`config.mk`:
```
export PLATFORM = sky130hd
export DESIGN_NAME = bcd_entry_ctrl
export DESIGN_NICKNAME = d
export VERILOG_FILES = /design/src/rtl/bcd_entry_pkg.sv /design/src/rtl/bcd4_to_bin.sv /design/src/rtl/bcd_entry_ctrl.sv
export SDC_FILE = /design/constraint.sdc
export NUM_CORES = 1
export LEC_CHECK = 0
export BUFFER_PORTS_ARGS = -buffer_cell sky130_fd_sc_hd__buf_2
export CAP_MARGIN = 20
export CORE_ASPECT_RATIO = 1.4
export CORE_MARGIN = 10
export CORE_UTILIZATION = 35
export CTS_CLUSTER_DIAMETER = 120
export DETAILED_ROUTE_END_ITERATION = 8
export HOLD_SLACK_MARGIN = 0.02
export PLACE_DENSITY = 0.63
export SLEW_MARGIN = 20
export SYNTH_ARGS = -nofsm -noshare
export SYNTH_HDL_FRONTEND = slang
export SYNTH_SLANG_ARGS = --single-unit
export TNS_END_PERCENT = 20
```
`constraint.sdc`:
```
create_clock -name clk -period 9.15 [get_ports clk]
set_clock_uncertainty 0.15 [all_clocks]
set_input_delay 0.4575 -clock clk [delete_from_list [all_inputs] [get_ports clk]]
set_output_delay 0.4575 -clock clk [all_outputs]
set_load 0.005 [all_outputs]
```
`src/rtl/bcd_entry_pkg.sv`:
```
// Shared constants for the keypad BCD entry sequencer: key codes, FSM states, digit weights.
package bcd_entry_pkg;

  localparam logic [3:0] KEY_CLEAR = 4'hA;
  localparam logic [3:0] KEY_BKSP  = 4'hB;
  localparam logic [3:0] KEY_ENTER = 4'hE;

  localparam int unsigned W_THOUSANDS = 1000;
  localparam int unsigned W_HUNDREDS  = 100;
  localparam int unsigned W_TENS      = 10;
  localparam int unsigned W_UNITS     = 1;

  typedef enum logic [1:0] {
    ENTRY = 2'd0,
    CONV  = 2'd1,
    HOLD  = 2'd2
  } state_e;

  // Index 0 is the least significant digit (d0).
  function automatic int unsigned digit_weight(input int idx);
    case (idx)
      3:       return W_THOUSANDS;
      2:       return W_HUNDREDS;
      1:       return W_TENS;
      default: return W_UNITS;
    endcase
  endfunction

  function automatic logic is_digit(input logic [3:0] code);
    return code <= 4'd9;
  endfunction

endpackage

```
`src/rtl/bcd4_to_bin.sv`:
```
// Combinational weighted sum of four BCD digits into an OUT_W-bit binary value.
module bcd4_to_bin
  import bcd_entry_pkg::*;
#(
  parameter int OUT_W = 14
) (
  input  logic [3:0]       d3,
  input  logic [3:0]       d2,
  input  logic [3:0]       d1,
  input  logic [3:0]       d0,
  output logic [OUT_W-1:0] bin
);

  logic [3:0]       dig  [4];
  logic [OUT_W-1:0] term [4];

  assign dig[0] = d0;
  assign dig[1] = d1;
  assign dig[2] = d2;
  assign dig[3] = d3;

  // Each term is widened before multiplying so the product is never truncated.
  for (genvar gi = 0; gi < 4; gi++) begin : g_term
    assign term[gi] = OUT_W'(dig[gi]) * OUT_W'(digit_weight(gi));
  end

  assign bin = term[3] + term[2] + term[1] + term[0];

endmodule

```
`src/rtl/bcd_entry_ctrl.sv`:
```
// Keypad digit entry, BCD-to-binary conversion with range check, valid/ready result output.
// Optional idle auto-clear is enabled by defining BCD_ENTRY_TIMEOUT_EN.
module bcd_entry_ctrl
  import bcd_entry_pkg::*;
#(
  parameter int OUT_W = 14,
  parameter int LIMIT = 9999
`ifdef BCD_ENTRY_TIMEOUT_EN
  , parameter int TIMEOUT_CYC = 50_000_000
`endif
) (
  input  logic             clk,
  input  logic             rst,
  input  logic             key_valid,
  input  logic [3:0]       key_code,
  output logic             key_ready,
  output logic [3:0]       d3,
  output logic [3:0]       d2,
  output logic [3:0]       d1,
  output logic [3:0]       d0,
  output logic [2:0]       digit_cnt,
  output logic [OUT_W-1:0] out_bin,
  output logic             out_valid,
  input  logic             out_ready,
  output logic             err
);

  localparam logic [OUT_W-1:0] LIMIT_V = OUT_W'(LIMIT);

  state_e           state_q, state_d;
  logic [15:0]      digits_q, digits_d;
  logic [2:0]       cnt_q, cnt_d;
  logic [OUT_W-1:0] out_bin_q, out_bin_d;
  logic             out_valid_q, out_valid_d;
  logic             err_q, err_d;
  logic [OUT_W-1:0] conv_value;
  logic             key_fire;

`ifdef BCD_ENTRY_TIMEOUT_EN
  localparam int TO_W = $clog2(TIMEOUT_CYC + 1);
  logic [TO_W-1:0] idle_q, idle_d;
`endif

  bcd4_to_bin #(.OUT_W(OUT_W)) u_conv (
    .d3  (digits_q[15:12]),
    .d2  (digits_q[11:8]),
    .d1  (digits_q[7:4]),
    .d0  (digits_q[3:0]),
    .bin (conv_value)
  );

  assign key_ready = (state_q == ENTRY);
  assign key_fire  = key_valid && key_ready;

  always_comb begin
    state_d     = state_q;
    digits_d    = digits_q;
    cnt_d       = cnt_q;
    out_bin_d   = out_bin_q;
    out_valid_d = out_valid_q;
    err_d       = 1'b0;
`ifdef BCD_ENTRY_TIMEOUT_EN
    idle_d      = idle_q;
`endif
    case (state_q)
      ENTRY: begin
`ifdef BCD_ENTRY_TIMEOUT_EN
        idle_d = idle_q + 1'b1;
`endif
        if (key_fire) begin
`ifdef BCD_ENTRY_TIMEOUT_EN
          idle_d = '0;
`endif
          if (is_digit(key_code)) begin
            if (cnt_q < 3'd4) begin
              digits_d = {digits_q[11:0], key_code};
              cnt_d    = cnt_q + 3'd1;
            end else begin
              err_d = 1'b1;
            end
          end else begin
            case (key_code)
              KEY_CLEAR: begin
                digits_d = '0;
                cnt_d    = '0;
              end
              KEY_BKSP: begin
                if (cnt_q != 3'd0) begin
                  digits_d = {4'd0, digits_q[15:4]};
                  cnt_d    = cnt_q - 3'd1;
                end
              end
              KEY_ENTER: state_d = CONV;
              default:   err_d = 1'b1;
            endcase
          end
        end
`ifdef BCD_ENTRY_TIMEOUT_EN
        // Idle expiry clears only when nothing was pressed this cycle.
        else if (idle_q == TO_W'(TIMEOUT_CYC - 1)) begin
          idle_d = '0;
          if (cnt_q != 3'd0) begin
            digits_d = '0;
            cnt_d    = '0;
          end
        end
`endif
      end
      CONV: begin
        if (conv_value <= LIMIT_V) begin
          out_bin_d   = conv_value;
          out_valid_d = 1'b1;
          state_d     = HOLD;
        end else begin
          err_d   = 1'b1;
          state_d = ENTRY;
`ifdef BCD_ENTRY_TIMEOUT_EN
          idle_d  = '0;
`endif
        end
      end
      HOLD: begin
        if (out_ready) begin
          out_valid_d = 1'b0;
          digits_d    = '0;
          cnt_d       = '0;
          state_d     = ENTRY;
`ifdef BCD_ENTRY_TIMEOUT_EN
          idle_d      = '0;
`endif
        end
      end
      default: state_d = ENTRY;
    endcase
  end

  always_ff @(posedge clk) begin
    if (rst) begin
      state_q     <= ENTRY;
      digits_q    <= '0;
      cnt_q       <= '0;
      out_bin_q   <= '0;
      out_valid_q <= 1'b0;
      err_q       <= 1'b0;
`ifdef BCD_ENTRY_TIMEOUT_EN
      idle_q      <= '0;
`endif
    end else begin
      state_q     <= state_d;
      digits_q    <= digits_d;
      cnt_q       <= cnt_d;
      out_bin_q   <= out_bin_d;
      out_valid_q <= out_valid_d;
      err_q       <= err_d;
`ifdef BCD_ENTRY_TIMEOUT_EN
      idle_q      <= idle_d;
`endif
    end
  end

  assign d3        = digits_q[15:12];
  assign d2        = digits_q[11:8];
  assign d1        = digits_q[7:4];
  assign d0        = digits_q[3:0];
  assign digit_cnt = cnt_q;
  assign out_bin   = out_bin_q;
  assign out_valid = out_valid_q;
  assign err       = err_q;

endmodule

```
# Yosys cells after proc, flatten, opt, wreduce, memory -nomap -nowiden
# Index checks and enable logic that the tools add are counted.
dict set report totals {
  wordCells 69
  output_inout_bits 36
  inputBits 8
  ff_bits 37
}
dict set report classes {
  n_mul 3
  n_reduce_logical 10
  mux 29
  magnitude_cmp 3
  eq_ne 13
  n_addsub 5
}
# op n
set op_table {}
lappend op_table {{16-bit 2-to-1 mux} 5}
lappend op_table {{16-bit case mux with 2 select lines} 2}
lappend op_table {{3-bit 2-to-1 mux} 5}
lappend op_table {{14-bit by 11-bit adder with 14-bit output} 1}
lappend op_table {{14-bit by 4-bit adder with 14-bit output} 1}
lappend op_table {{14-bit by 8-bit adder with 14-bit output} 1}
lappend op_table {{14-bit less-or-equal comparator (second input constant)} 1}
lappend op_table {{4-bit == test (second input constant)} 3}
lappend op_table {{3-bit case mux with 2 select lines} 2}
lappend op_table {{4-bit by 7-bit multiplier with 11-bit output (second input constant)} 1}
lappend op_table {{2-bit 2-to-1 mux} 5}
lappend op_table {{4-bit by 5-bit multiplier with 9-bit output (second input constant)} 1}
lappend op_table {{4-bit by 3-bit multiplier with 7-bit output (second input constant)} 1}
lappend op_table {{1-bit 2-to-1 mux} 7}
lappend op_table {{2-bit != test (second input constant)} 3}
lappend op_table {{2-bit case mux with 3 select lines} 1}
lappend op_table {{6-bit AND reduction} 1}
lappend op_table {{4-bit less-or-equal comparator (second input constant)} 1}
lappend op_table {{2-bit by 1-bit != test with 1-bit output (second input constant)} 2}
lappend op_table {{4-bit by 1-bit != test with 1-bit output (second input constant)} 1}
lappend op_table {{4-bit != test (second input constant)} 1}
lappend op_table {{1-bit case mux with 2 select lines} 2}
lappend op_table {{4-bit AND reduction} 1}
lappend op_table {{2-bit nonzero test} 2}
lappend op_table {{12 further kinds} 12}

# Logic depth before layout (Yosys ltp)
# Gate-level depths: netlist (run 1).
dict set report logic_depth {
  ltp_word 7
  depth_mapped 22
  ltp_nobuf 20
}

# Hierarchy
# Synthesis (run 1) repeated with hierarchy kept, for this count alone.
dict set report hier_totals {
  hier_cells 358
  area_unflattened_um2 3318.2
}
# mod seq_area_each_um2 area_each_um2 instances cells_per_inst
set by_module_without_submodules {}
lappend by_module_without_submodules {bcd_entry_ctrl 740.7 1744.2 1 191}
lappend by_module_without_submodules {bcd4_to_bin 0.0 1574.0 1 167}

# Least setup slack after synthesis (run 1)
# No wires, ideal clock.
dict set report synth_path {
  kind {register to register}
  startpoint {register digits_q[14]}
  endpoint {register out_bin_q[10] (netlist: out_bin[10])}
  path_stages_with_launch 19
  t_required_ns 8.879
  setup_ns 0.121
  period_less_slack_ns 5.294
  arrival_time_ns 5.023
  path_slack_ns 3.856
  n_path_buf 3
  cell_sequence {dfxtp_1 > ha_1 > fa_1 > inv_1 > fa_1 > inv_1 > fa_1 > ha_1 > ha_1 > buf_6 > a21o_1 > a221oi_2 > xor2_1 > a311o_2 > o2111ai_1 > nor2b_1 > buf_6 > buf_12 > mux2_4}
}
dict set report synth_between {
  elab_chain_len 6
}
# element line
set synth_lines {}
lappend synth_lines {{start: declaration} bcd_entry_ctrl.sv:31} ;# logic [15:0] digits_q, digits_d;
lappend synth_lines {{start signal: assignment} bcd_entry_ctrl.sv:150} ;# digits_q <= digits_d;
lappend synth_lines {{4-bit by 7-bit multiplier with 11-bit output (*)} bcd4_to_bin.sv:24} ;# assign term[gi] = OUT_W'(dig[gi]) * OUT_W'(digit_weight(gi));
lappend synth_lines {{14-bit by 11-bit adder with 14-bit output (*)} bcd4_to_bin.sv:27} ;# assign bin = term[3] + term[2] + term[1] + term[0];
lappend synth_lines {{14-bit by 8-bit adder with 14-bit output (*)} bcd4_to_bin.sv:27}
lappend synth_lines {{14-bit by 4-bit adder with 14-bit output (*)} bcd4_to_bin.sv:27}
lappend synth_lines {{14-bit less-or-equal comparator} bcd_entry_ctrl.sv:110} ;# if (conv_value <= LIMIT_V) begin
lappend synth_lines {{2-bit AND reduction (no source line)} n/a}
lappend synth_lines {{end signal: assignment} bcd_entry_ctrl.sv:152} ;# out_bin_q <= out_bin_d;
lappend synth_lines {{end: declaration} bcd_entry_ctrl.sv:33} ;# logic [OUT_W-1:0] out_bin_q, out_bin_d;
# Every way passes the cells marked *; elsewhere a longest branch is shown, timed or not.
# A chain may end at the register's enable or synchronous reset.

# Worst setup path in the final report (run 1)
dict set report layout_path {
  startpoint {register digits_q[14]}
  endpoint {register out_bin_q[7] (netlist: out_bin[7])}
}
# Same word-level chain as after synthesis.

==> results.py, run 1 <==
metrics = {
    "status": {
        "outcome": "complete, no violations",
    },
    "timing": {
        "worstMarginPinSlew_ns": 0.738,
        "drv_slew": 0,
        "finalCritPeriodShare": 0.610,
        "timing.setup.tns_ns": 0,
        "rsz0062_at_grt": "no",
        "timing.final.crit_period_ns": 5.58,
        "finalHoldViolCount": 0,
        "setup_viol": 0,
        "maxClockFrequency_ghz": 0.179,
        "slew_headroom": 0.508,
    },
    "place": {
        "place_hpwl_um": 6600,
        "place_congestion": 0.808,
        "place_inst": 551,
        "portBuffers": 43,
    },
    "synthesis": {
        "ys_ff_latch": 37,
        "avgSynthCellArea_um2": 8.80,
        "syn_area_mm2": 0.00342,
        "ys_warn_count": 0,
        "synth_edf_count": 0,
        "syn_inst": 389,
        "synth-async-reset-ratio": 0,
        "synth-main-ff-cell": "dfxtp_1",
        "syn-num-nets": 467,
        "synth.distinct_cells": 53,
        "ys_seq_area_frac": 0.216,
    },
    "layout": {
        "drive_gt1_frac": 0.159,
        "layout_commonest_cell": "ha_1",
        "areaGrowthSynthToFinish_pct": 13.3,
        "fin_nets": 504,
        "n_antenna_cell": 0,
        "mostFrequentLayoutCells": "ha_1 (53), buf_2 (43), inv_1 (39)",
        "fin_cells": 559,
    },
    "drt": {
        "drc": 0,
        "wl_per_cell_um": 14.5,
        "totalWireLength_um": 8110,
        "top_layer_used": "met4",
        "viasPerCell": 5.01,
        "wl_met3_um": 241,
        "drtIter0Drc": 127,
        "drt-pass1-iter-count": 4,
        "met1_length_um": 3410,
        "wl_met2_um": 4320,
        "drtAntennaViolNets": 0,
        "vias": 2802,
    },
    "floorplan": {
        "ios": 44,
        "dieArea_mm2": 0.0142,
        "core-area_mm2": 0.00951,
        "fp.dieW_um": 104,
        "die_h_um": 137,
        "start_util": 0.360,
        "core.rowCount": 42,
    },
    "cts": {
        "h-tree-depth": 2,
        "cts_buffer_depth": 2,
        "cts-root-buf": "clkbuf_16",
        "cts_resized": 0,
        "cts_inserted_buffers": 5,
        "clock_latency_ns": 0.29,
        "post-cts-setup-buffer-count": 0,
        "ctsHoldBuffers": 0,
        "clock_sinks": 37,
        "clk_pin_slew_ns": 0.06,
        "cts_tree": "done",
    },
    "worst_setup_path": {
        "slowest_delay_ns": 0.55,
        "critPathTopFamily": "adder cells",
        "cp-end-kind": "register",
        "critPathMaxFanout": 14,
        "criticalPathCategory": "register to register",
        "slowest_stage": "fa_1",
        "rr_worst_depth": 16,
        "crit_required_ns": 9.17,
        "crit_chain": "ha_1 > fa_1 > inv_1 > fa_1 > inv_1 > fa_1 > ha_1 > ha_1 > a21o_1 > a221oi_2 > xor2_1 > a311o_2 > o2111ai_1 > nor2b_1 > buf_4 > mux2_2",
        "crit_cells": 16,
        "critPathBufInv": 3,
        "critPathArrivalTime_ns": 5.60,
        "startpoint_type": "register",
    },
    "global_route": {
        "antenna_found_initial": 0,
        "grt_pass1_vias": 2898,
        "grt_util_all_layers": 0.116,
        "grt.overflow.total": 0,
        "grt_pass1_wl_um": 13800,
        "grt_max_degree": 37,
    },
    "pwr": {
        "ir_worst_vdd_mv": 0.0734,
        "powerDensity_mw_per_mm2": 117,
        "p_leak_nw": 2.03,
    },
    "min_path": {
        "min_path_type": "primary input to register",
        "hold-path-cell-count": 2,
    },
    "run": {
        "maxCapViolations": 0,
    },
}
per-layer routing:
metal | GRT usage | vias up
li1 | - | 1420
met2 | 0.220 | 45
met1 | 0.125 | 1330
met5 | 0 | -
met4 | 0.0456 | 0
met3 | 0.0174 | 7
cell type report:
class	count	area, µm²
fill	949	5630
sequential	37	741
inverter	39	146
timing repair buffer	45	230
clock buffer	6	139
tap	132	165
multi-input combinational	298	2450
clock inverter	2	13.8
power breakdown:
group | internal (mW) | switching, mW | total [mW] | leakage (nW)
Sequential | 0.167 | 0.0102 | 0.177 | 0.300
Combinational | 0.0412 | 0.0597 | 0.101 | 1.66
Clock | 0.108 | 0.0663 | 0.175 | 0.0768
Total | 0.317 | 0.136 | 0.453 | 2.03
stage by stage:
stage	setup slack, ns	total power, mW	instance area [µm²]	hold WS, ns	utilization
after floorplan	3.86	0.255	3420	0.300	-
final	3.57	0.453	3880	0.302	0.408
after global placement	3.71	0.281	3730	0.295	0.392
after CTS	3.56	0.459	3880	0.302	0.408
after detailed placement	3.59	0.282	3730	0.298	0.392
after global routing	3.19	0.480	3880	0.322	0.408
sequential cells by signal, summed over array words and instances (netlist names):
register,count
out_valid,1
digit_cnt,3
out_bin,14
state_q,2
err,1
digits_q,16
Yosys cell counts (all sizes together) (2+ instances only):
| cell | number | area, µm² |
|---|---|---|
| or3 | 5 | 31.3 |
| and2 | 3 | 18.8 |
| a211oi | 4 | 30.0 |
| mux2 | 6 | 71.3 |
| a21o | 11 | 83.8 |
| o21ai | 12 | 60.1 |
| xor2 | 6 | 52.6 |
| and3 | 3 | 20.0 |
| o211ai | 2 | 15.0 |
| fa | 17 | 340 |
| xnor2 | 11 | 96.3 |
| inv | 39 | 146 |
| nor2 | 24 | 90.1 |
| dfxtp | 37 | 741 |
| nand3 | 8 | 40.0 |
| clkbuf | 10 | 37.5 |
| a221oi | 10 | 100 |
| a21oi | 27 | 135 |
| mux2i | 11 | 110 |
| ha | 53 | 663 |
| a311o | 2 | 21.3 |
| nand2 | 38 | 143 |
| nor2b | 12 | 75.1 |
| nor3 | 9 | 45.0 |
| a22o | 2 | 18.8 |
| nand2b | 6 | 37.5 |
| buf | 5 | 53.8 |
| a2111oi | 3 | 32.5 |
worst paths after layout:
path | start | to | slack (ns)
worst max-delay path | digits_q[14]$_SDFFE_PP0P_ | out_bin[7]$_SDFFE_PP0P_ | 3.57
worst min-delay path | key_valid | state_q[0]$_SDFFE_PP0P_ | 0.30
worst max register to register | digits_q[14]$_SDFFE_PP0P_ | out_bin[7]$_SDFFE_PP0P_ | 3.57
worst min register to register | out_bin[2]$_SDFFE_PP0P_ | out_bin[2]$_SDFFE_PP0P_ | 0.30
kinds of logic after synthesis:
group	count (synthesis)	share of synthesized area
flip-flops	37	0.216
XOR/XNOR	17	0.0435
buffers and inverters	54	0.0694
multiplexers	17	0.0530
adder cells (fa/ha/maj)	70	0.293
AO/OA/AOI/OAI	80	0.163
AND/OR/NAND/NOR	114	0.162
(Power assumes the default switching activity.)
==> run 2, diff against run 1 <==
Clock period 9.15 ns to 5.3 ns, I/O delays scaled along.
==> run 2 against run 1 <==
  * Largest power group is now the clock network
  * Final area grew 5.7%
  * Wire length grew 5.7%
  * Power grew 87%
  * Critical path type unchanged
  * Clock power grew 98%
  * Via count grew 4.6%
  * Setup slack lost 3.4 ns
  * Hold slack lost 0.19 ns
  * Non-clock buffer count grew 15
  * Maximum frequency grew 8.9%
==> results.py, run 2 (synthesis results as in run 1) <==
metrics = {
    "pwr": {
        "total_power_mw": 0.846,
        "ir_worst_vdd_mv": 0.0975,
        "swShare": 0.296,
        "seqPwrFrac": 0.357,
        "internal_power_mw": 0.595,
        "p_clk_frac": 0.409,
        "p_leak_nw": 2.11,
        "pwr-share-comb": 0.234,
        "powerDensity_mw_per_mm2": 206,
        "p_switching_mw": 0.251,
    },
    "layout": {
        "drive_gt1_frac": 0.217,
        "areaGrowthSynthToFinish_pct": 19.8,
        "multi_input_area_mm2": 0.00253,
        "n_antenna_cell": 0,
        "final_area_mm2": 0.00410,
        "fin_cells": 574,
        "seq_area_um2": 743,
        "largest_register": "digits_q",
        "largest_reg_flops": 16,
        "layout_commonest_cell": "ha_1",
        "fin_nets": 519,
        "fillCellCount": 947,
        "mostFrequentLayoutCells": "ha_1 (48), buf_2 (43), inv_1 (39)",
    },
    "status": {
        "outcome": "complete, no violations",
    },
    "global_route": {
        "grt_pass1_vias": 2945,
        "grt_util_all_layers": 0.119,
        "grt.overflow.total": 0,
        "grt_pass1_wl_um": 14200,
        "antenna_found_initial": 0,
        "grt_max_degree": 37,
    },
    "drt": {
        "totalWireLength_um": 8570,
        "vias": 2932,
        "wl_per_cell_um": 14.9,
        "viasPerCell": 5.11,
        "drt-pass1-iter-count": 4,
        "drtAntennaViolNets": 0,
        "drc": 0,
        "drtIter0Drc": 136,
    },
    "worst_setup_path": {
        "startpoint_type": "register",
        "crit_required_ns": 5.32,
        "critPathTopFamily": "adder cells",
        "criticalPathCategory": "register to register",
        "slowest_stage": "fa_1",
        "crit_chain": "buf_4 > ha_1 > fa_1 > inv_1 > fa_1 > inv_1 > fa_1 > ha_4 > ha_4 > and3_2 > a221oi_2 > buf_4 > o21ai_0 > xnor2_1 > o2111ai_2 > nor2b_2 > buf_4 > mux2_4",
        "critPathArrivalTime_ns": 5.14,
        "critPathBufInv": 5,
        "crit_cells": 18,
        "slowest_delay_ns": 0.58,
        "rr_worst_depth": 18,
        "critPathMaxFanout": 6,
        "cp-end-kind": "register",
    },
    "timing": {
        "maxClockFrequency_ghz": 0.195,
        "finalCritPeriodShare": 0.966,
        "timing.final.crit_period_ns": 5.12,
        "worstMarginPinSlew_ns": 0.761,
        "drv_slew": 0,
        "finalHoldViolCount": 0,
        "hold-worst-slack_ns": 0.113,
        "layout_setup_ws_ns": 0.180,
        "slew_headroom": 0.491,
        "setup_viol": 0,
    },
    "cts": {
        "cts-root-buf": "clkbuf_16",
        "h-tree-depth": 2,
        "cts_inserted_buffers": 5,
        "clock_latency_ns": 0.29,
        "ctsHoldBuffers": 0,
        "clk_pin_slew_ns": 0.06,
        "cts_tree": "done",
        "clock_sinks": 37,
        "cts_buffer_depth": 2,
    },
    "floorplan": {
        "dieArea_mm2": 0.0142,
        "core-area_mm2": 0.00951,
        "ios": 44,
        "fp.dieW_um": 104,
        "die_h_um": 137,
        "core.rowCount": 42,
        "start_util": 0.360,
    },
    "place": {
        "place_hpwl_um": 6800,
        "place_congestion": 0.825,
        "placed_cell_area_mm2": 0.00383,
        "place_inst": 564,
        "dp_slack_ns": 0.0691,
        "portBuffers": 43,
    },
    "min_path": {
        "hold-path-cell-count": 2,
        "min_path_type": "primary input to register",
    },
    "run": {
        "maxCapViolations": 0,
    },
}
run 2: cell type report:
class / count / share of cell area
Multi-Input combinational cell: 298 / 0.617
Inverter: 39 / 0.0357
Sequential cell: 37 / 0.181
Clock inverter: 3 / 0.0113
Tap cell: 132 / 0.0403
Timing Repair Buffer: 60 / 0.0845
Clock buffer: 5 / 0.0305
run 2: per-stage QoR:
stage,TNS [ns],utilization
after floorplan,0,-
after global placement,0,0.402
after detailed placement,0,0.402
after CTS,0,0.420
after global routing,-0.771,0.431
final,0,0.431
run 2: worst paths after layout:
kind,to,startpoint,slack (ns)
worst max-delay path,out_bin[10]$_SDFFE_PP0P_,digits_q[13]$_SDFFE_PP0P_,0.18
worst min-delay path,state_q[0]$_SDFFE_PP0P_,key_valid,0.11
worst max register to register,out_bin[10]$_SDFFE_PP0P_,digits_q[13]$_SDFFE_PP0P_,0.18
worst min register to register,out_bin[3]$_SDFFE_PP0P_,out_bin[3]$_SDFFE_PP0P_,0.31
run 2: metal layers:
layer,wire [µm],vias to the layer above,global-route usage
li1,-,1458,-
met1,3530,1401,0.129
met2,4560,63,0.223
met3,310,10,0.0193
met4,171,0,0.0495
met5,0,-,0
run 2: worst reg2reg max path, delay by kind of cell, from the launching register on:
family	cells	cell delay [ns]
mux	1	0.29
simple gates	2	0.37
flops	1	0.35
xor+xnor	1	0.36
fa+ha+maj	6	2.29
compound gates	3	0.58
buf+inv	5	0.60
run 2: what timing repair did:
action,in CTS,in global routing
buffers inserted,0,2
setup endpoints to repair,0,16
gates resized for setup,0,17
run 2: power groups by stage:
stage               logic, mW  registers (mW)  clock network [mW]
floorplan               0.133           0.308                   0
detailed placement      0.188           0.308                   0
global route            0.224           0.304               0.361
CTS                     0.190           0.302               0.353
global placement        0.185           0.308                   0
finish                  0.198           0.302               0.347
